File: src/rtl/amplitude_ramp_scaler_if.sv
// Sample stream bundle for amplitude_ramp_scaler: valid/ready input stream and
// valid/ready output stream sharing one sample width.
interface amplitude_ramp_scaler_if #(
  parameter int unsigned DATA_BITS = 16
) ();

  logic [DATA_BITS-1:0] din;
  logic                 in_valid;
  logic                 in_ready;
  logic [DATA_BITS-1:0] dout;
  logic                 out_valid;
  logic                 out_ready;

  // Upstream source plus downstream sink, seen from outside the scaler
  modport master (
    output din,
    output in_valid,
    input  in_ready,
    input  dout,
    input  out_valid,
    output out_ready
  );

  // The scaler itself
  modport slave (
    input  din,
    input  in_valid,
    output in_ready,
    output dout,
    output out_valid,
    input  out_ready
  );

endinterface

File: src/rtl/amplitude_ramp_scaler.sv
// Offset-binary sample scaler whose gain ramps one LSB per RAMP_SAMPLES accepted
// samples toward amp_target; one-cycle registered pipeline with valid/ready flow.
module amplitude_ramp_scaler #(
  parameter int unsigned DATA_BITS    = 16,
  parameter int unsigned AMP_BITS     = 8,
  parameter int unsigned RAMP_SAMPLES = 64,
  parameter int unsigned RESET_GAIN   = 0
) (
  input  logic                  clk,
  input  logic                  rst,
  amplitude_ramp_scaler_if.slave bus,
  input  logic [AMP_BITS-1:0]   amp_target,
  output logic [AMP_BITS-1:0]   gain,
  output logic                  ramping
);

  localparam int unsigned PROD_BITS = DATA_BITS + AMP_BITS + 1;
  localparam int unsigned CNT_BITS  = (RAMP_SAMPLES > 1) ? $clog2(RAMP_SAMPLES) : 1;

  localparam logic [CNT_BITS-1:0]  CNT_LAST = CNT_BITS'(RAMP_SAMPLES - 1);
  localparam logic [DATA_BITS-1:0] MIDPOINT = {1'b1, {(DATA_BITS-1){1'b0}}};
  localparam logic [AMP_BITS-1:0]  GAIN_RST = AMP_BITS'(RESET_GAIN);

  typedef enum logic [1:0] {
    HOLD      = 2'd0,
    RAMP_UP   = 2'd1,
    RAMP_DOWN = 2'd2
  } state_t;

  state_t                       state;
  state_t                       state_nxt;
  logic                         step_en;
  logic [CNT_BITS-1:0]          step_cnt;
  logic                         accept;
  logic [DATA_BITS-1:0]         s_off;
  logic signed [PROD_BITS-1:0]  s_ext;
  logic signed [PROD_BITS-1:0]  g_ext;
  logic signed [PROD_BITS-1:0]  product;
  logic [DATA_BITS-1:0]         scaled;

  // Flow control: a free or draining output slot lets a new sample in
  assign bus.in_ready = !bus.out_valid || bus.out_ready;
  assign accept       = bus.in_valid && bus.in_ready;

  // Flipping the MSB turns offset-binary into two's complement and back
  assign s_off   = bus.din ^ MIDPOINT;
  assign s_ext   = {{(AMP_BITS+1){s_off[DATA_BITS-1]}}, s_off};
  assign g_ext   = {{(DATA_BITS+1){1'b0}}, gain};
  assign product = s_ext * g_ext;
  // Arithmetic shift floors; |gain| < 1.0 so the result always fits DATA_BITS
  assign scaled  = DATA_BITS'(product >>> AMP_BITS) ^ MIDPOINT;

  // State register
  always_ff @(posedge clk or posedge rst) begin
    if (rst) begin
      state <= HOLD;
    end else begin
      state <= state_nxt;
    end
  end

  // Next state: direction from the registered gain against the live target
  always_comb begin
    state_nxt = HOLD;
    if (gain < amp_target) begin
      state_nxt = RAMP_UP;
    end else if (gain > amp_target) begin
      state_nxt = RAMP_DOWN;
    end
  end

  // State-derived outputs
  always_comb begin
    ramping = 1'b0;
    step_en = 1'b0;
    if (state != HOLD) begin
      ramping = 1'b1;
      step_en = accept;
    end
  end

  // Step counter and gain; gain only moves on accepted samples
  always_ff @(posedge clk or posedge rst) begin
    if (rst) begin
      step_cnt <= '0;
      gain     <= GAIN_RST;
    end else if (state_nxt == HOLD) begin
      step_cnt <= '0;
    end else if (step_en) begin
      if (step_cnt == CNT_LAST) begin
        step_cnt <= '0;
        // Never steps past target: state_nxt is HOLD once gain reaches it
        if (state_nxt == RAMP_UP) begin
          gain <= gain + AMP_BITS'(1);
        end else begin
          gain <= gain - AMP_BITS'(1);
        end
      end else begin
        step_cnt <= step_cnt + CNT_BITS'(1);
      end
    end
  end

  // Output register: load on accept, drop valid once drained
  always_ff @(posedge clk or posedge rst) begin
    if (rst) begin
      bus.dout      <= MIDPOINT;
      bus.out_valid <= 1'b0;
    end else if (accept) begin
      bus.dout      <= scaled;
      bus.out_valid <= 1'b1;
    end else if (bus.out_ready) begin
      bus.out_valid <= 1'b0;
    end
  end

endmodule

File: src/flat_wrapper.sv
// flat-port wrapper written by rule: the top's interface ports become plain ports
module amplitude_ramp_scaler_flat 
#(
  parameter int unsigned DATA_BITS    = 16,
  parameter int unsigned AMP_BITS     = 8,
  parameter int unsigned RAMP_SAMPLES = 64,
  parameter int unsigned RESET_GAIN   = 0
)
  (clk, rst, amp_target, gain, ramping, bus_din, bus_in_valid, bus_in_ready, bus_dout, bus_out_valid, bus_out_ready);
  amplitude_ramp_scaler_if #(.DATA_BITS(DATA_BITS)) bus_i ();
  input  logic clk;
  input  logic rst;
  input  logic [AMP_BITS-1:0] amp_target;
  output logic [AMP_BITS-1:0] gain;
  output logic ramping;
  input wire logic [$bits(bus_i.din)-1:0] bus_din;
  input wire logic [$bits(bus_i.in_valid)-1:0] bus_in_valid;
  output wire logic [$bits(bus_i.in_ready)-1:0] bus_in_ready;
  output wire logic [$bits(bus_i.dout)-1:0] bus_dout;
  output wire logic [$bits(bus_i.out_valid)-1:0] bus_out_valid;
  input wire logic [$bits(bus_i.out_ready)-1:0] bus_out_ready;
  assign bus_i.din = bus_din;
  assign bus_i.in_valid = bus_in_valid;
  assign bus_in_ready = bus_i.in_ready;
  assign bus_dout = bus_i.dout;
  assign bus_out_valid = bus_i.out_valid;
  assign bus_i.out_ready = bus_out_ready;
  amplitude_ramp_scaler #(.DATA_BITS(DATA_BITS), .AMP_BITS(AMP_BITS), .RAMP_SAMPLES(RAMP_SAMPLES), .RESET_GAIN(RESET_GAIN)) u_core (.clk(clk), .rst(rst), .bus(bus_i), .amp_target(amp_target), .gain(gain), .ramping(ramping));
endmodule
File: config.mk
export PLATFORM = sky130hd
export DESIGN_NAME = amplitude_ramp_scaler_flat
export DESIGN_NICKNAME = d
export VERILOG_FILES = /design/src/rtl/amplitude_ramp_scaler_if.sv /design/src/rtl/amplitude_ramp_scaler.sv /design/src/flat_wrapper.sv
export SDC_FILE = /design/constraint.sdc
export NUM_CORES = 1
export LEC_CHECK = 0
export CAP_MARGIN = 20
export CORE_MARGIN = 10
export CORE_UTILIZATION = 54
export DETAILED_ROUTE_END_ITERATION = 8
export HOLD_SLACK_MARGIN = 0.1
export PLACE_DENSITY = 0.78
export SYNTH_ARGS = -nofsm -noshare
export SYNTH_HDL_FRONTEND = slang
export SYNTH_SLANG_ARGS = --single-unit
File: constraint.sdc
create_clock -name clk -period 4.5 [get_ports clk]
set_input_delay 1.35 -clock clk [delete_from_list [all_inputs] [get_ports clk]]
set_output_delay 1.35 -clock clk [all_outputs]
set_load 0.02 [all_outputs]
==> out/metrics.cfg <==
[setup_path]
critPathCaptureType = flop
r2r_setup_slack_ps = -400
path_buf_inv = 5
rr_endpoint = u_core.bus.dout[9]
cp.depth = 18
critPathKind = in -> reg
max_stage_delay_ps = 540
cp.required_ps = 4720
crit_path_cell_trace = buf_4 -> and2_4 -> fa_2 -> fa_1 -> fa_1 -> inv_1 -> fa_1 -> inv_2 -> ha_4 -> buf_4 -> o21ai_2 -> a22oi_2 -> a21boi_2 -> a41o_4 -> buf_4 -> a21oi_4 -> or4b_1 -> nand3_1
cpLargestDelayFamily = adder cells
slowest_stage = fa_1
reg2reg_depth = 17
cp-start-kind = input pin
path_max_fanout = 6
arrival_ps = 5510
r2r-start = u_core.gain[5]

[floorplan]
core_area_um2 = 10890
die_height_um = 125.7
ios = 55
die-area_um2 = 15800
fp.dieW_um = 125.7
rows = 38
start_util_pct = 55.41

[status]
violations = negative setup slack
status = complete, but fails checks

[yosys]
synth_area_um2 = 6033
synthesis.nets = 862
synth_flop_cell = dfrtp_1
async_flop_share_pct = 100.0
synth_seq_area_share_pct = 13.71
ys_warn_count = 0
syn_inst = 676
synth_cell_type_count = 51
synth_seq_cells = 33
synth-edff-count = 0
syn_avg_cell_area_um2 = 8.925

[power]
power_mw = 1.390
ir_worst_vdd_uv = 211.1
pwr_density_cell_nw_per_um2 = 170.9
p_leak_nw = 4.094

[sta]
clock_skew_ps = 6.681
tns_ps = -8132
worst_pin_slew_ps = 715.2
clock.fmax_mhz = 189.0
slew_viol_final = 0
min_period_ps = 5292
timing.final.crit_share_pct = 117.6
finalWorstSetupSlack_ps = -791.8
rsz0062_at_grt = yes
setup_viol = 15
hold_viol = 0
relSlewSlack_pct = 52.21

[place]
gp_congestion = 0.8972
io_buffers = 54
place_inst = 947
placed_cell_area_um2 = 7601
hpwl_mm = 12.71

[clock_tree]
cts_max_level = 2
numCtsBuffers = 5
cts-root-buf = clkbuf_8
clockBufferDepth = 2
clkTransAtPathRegs_ps = 70
cts_tree = done
clk_latency_ps = 280
cts.sinks = 33

[grt]
gr-usage-all-layers_pct = 20.10
first_global_vias = 5814
grt_pass1_wl_mm = 27.02
grt_max_degree = 34
overflow = 0
antenna_found_initial = 0

[min_path]
holdPathEnd = u_core.bus.dout[15]
hp-class = reg -> reg
hold_depth = 2
min_from = u_core.bus.dout[15]

[layout]
finalInstanceArea_um2 = 8133
final_nets = 1012
nFillCells = 751
stdcell_count = 967
n_antenna_cell = 0
syn_to_final_growth_pct = 34.80
layout-drive-gt1-share_pct = 28.05

[routing]
wl_per_cell_um = 16.11
routed_wl_mm = 15.58
ant_nets = 0
vias = 5123
via_per_inst = 5.298
dr.pass1.iters = 4
drc = 0
initialDrtViolationCount = 192

[flow_run]
maxCapViolCount = 0

[cell type report]
class	instances	area [um2]	area share, %
repair buffers	158	1429	17.57
clock buffers	5	68.82	0.8462
well taps	140	175.2	2.154
flip-flops and latches	33	827.0	10.17
clock inverters	3	17.52	0.2154
inverters	159	596.8	7.338
multi-input cells	469	5019	61.71
[cells in the mapped netlist (6+ instances only)]
master      n  area share, %
xor2_1      9            1.3
dfrtp_1    32             13
nor2_1     13           0.81
fa_1      100             33
a21oi_1    20            1.7
nor3_1      6           0.50
and2_1     56            5.8
xnor2_1    20            2.9
ha_1       58             12
nand4_1     6           0.62
nand2b_1    7           0.73
nand2_1    89            5.5
a21o_1     11            1.4
o21ai_0    20            1.7
clkbuf_1   14           0.87
inv_1     159            9.9
[metal layers]
metal | vias to the layer above | GRT usage [%] | share of wire, %
met5 | - | 0 | 0
met4 | 0 | 6.707 | 3.1
met3 | 39 | 2.894 | 4.0
met2 | 131 | 38.52 | 55
met1 | 2576 | 21.98 | 38
li1 | 2377 | - | -
[logic make-up (layout without fill, tap and decap cells)]
logic type,count (synthesis),count (layout),synth area share [%]
buf+inv,174,325,10.89
flops,33,33,13.71
xor+xnor,29,29,4.210
compound gates,76,76,8.233
mux,5,5,0.9124
simple gates,201,201,16.84
fa+ha+maj,158,158,45.21
[worst reg2reg max path: cells and delay by family (launching register included)]
family	cells	cell delay, ps
flip-flops	1	720
AND/OR/NAND/NOR	3	840
adder cells (fa/ha/maj)	5	2270
buffers and inverters	4	340
AO/OA/AOI/OAI	5	670
[registers in the layout (all words and copies together) (netlist names)]
name,count
u_core.bus.dout,16
u_core.bus.out_valid,1
u_core.gain,8
u_core.state,2
u_core.step_cnt,6
[power by group]
group	internal (mW)	leakage [nW]	switching (mW)
sequential	0.359	0.406	0.0515
combinational	0.381	3.64	0.379
clock	0.107	0.0439	0.113
[through the flow]
stage               utilization [%]  worst slack [ps]  hold slack, ps
floorplan                         -            -782.5           458.5
global placement              69.81             -1520           465.8
detailed placement            69.81             -1663           470.5
CTS                           72.78            -844.6           478.3
global route                  74.70            -929.0           513.8
finish                        74.70            -791.8           478.7
[how the worst max path moves through the flow]
stage | startpoint | end | slack, ps
after floorplan | bus_din[7] | u_core.bus.dout[12] | -780
after global placement | bus_din[7] | u_core.bus.dout[12] | -1520
after detailed placement | bus_din[12] | u_core.bus.dout[12] | -1660
after CTS | bus_din[7] | u_core.bus.dout[12] | -840
after global routing | bus_din[4] | u_core.bus.dout[12] | -930
final | bus_din[9] | u_core.bus.dout[9] | -790
[timing repair]
| item | 4_1_cts | 5_1_grt |
|---|---|---|
| setup endpoints to repair | 16 | 16 |
| hold buffers | 0 | 0 |
| gates resized for setup | 142 | 43 |
| pin swaps | 64 | 48 |
| setup buffers | 3 | 9 |
[placed cells by master, fill, tap and decap left out, drive strengths merged, types with 2 or more instances in the layout]
cell type        n
mux2             4
a21oi           21
o21bai           3
and3             3
nand3            4
clkdlybuf4s50   38
nand4            6
clkdlybuf4s15    3
buf            117
fa             100
ha              58
and4             2
clkinv           2
and2            56
nor2b            2
a21o            11
o21ai           20
nor3b            3
o31ai            2
inv            159
xor2             9
a31oi            3
nand2           89
xnor2           20
or3              2
nor3             7
o21a             3
a211oi           2
nand2b           7
nor2            13
clkbuf           5
dfrtp           32
a31o             2
Note: power is estimated with default switching activity, not from simulation.
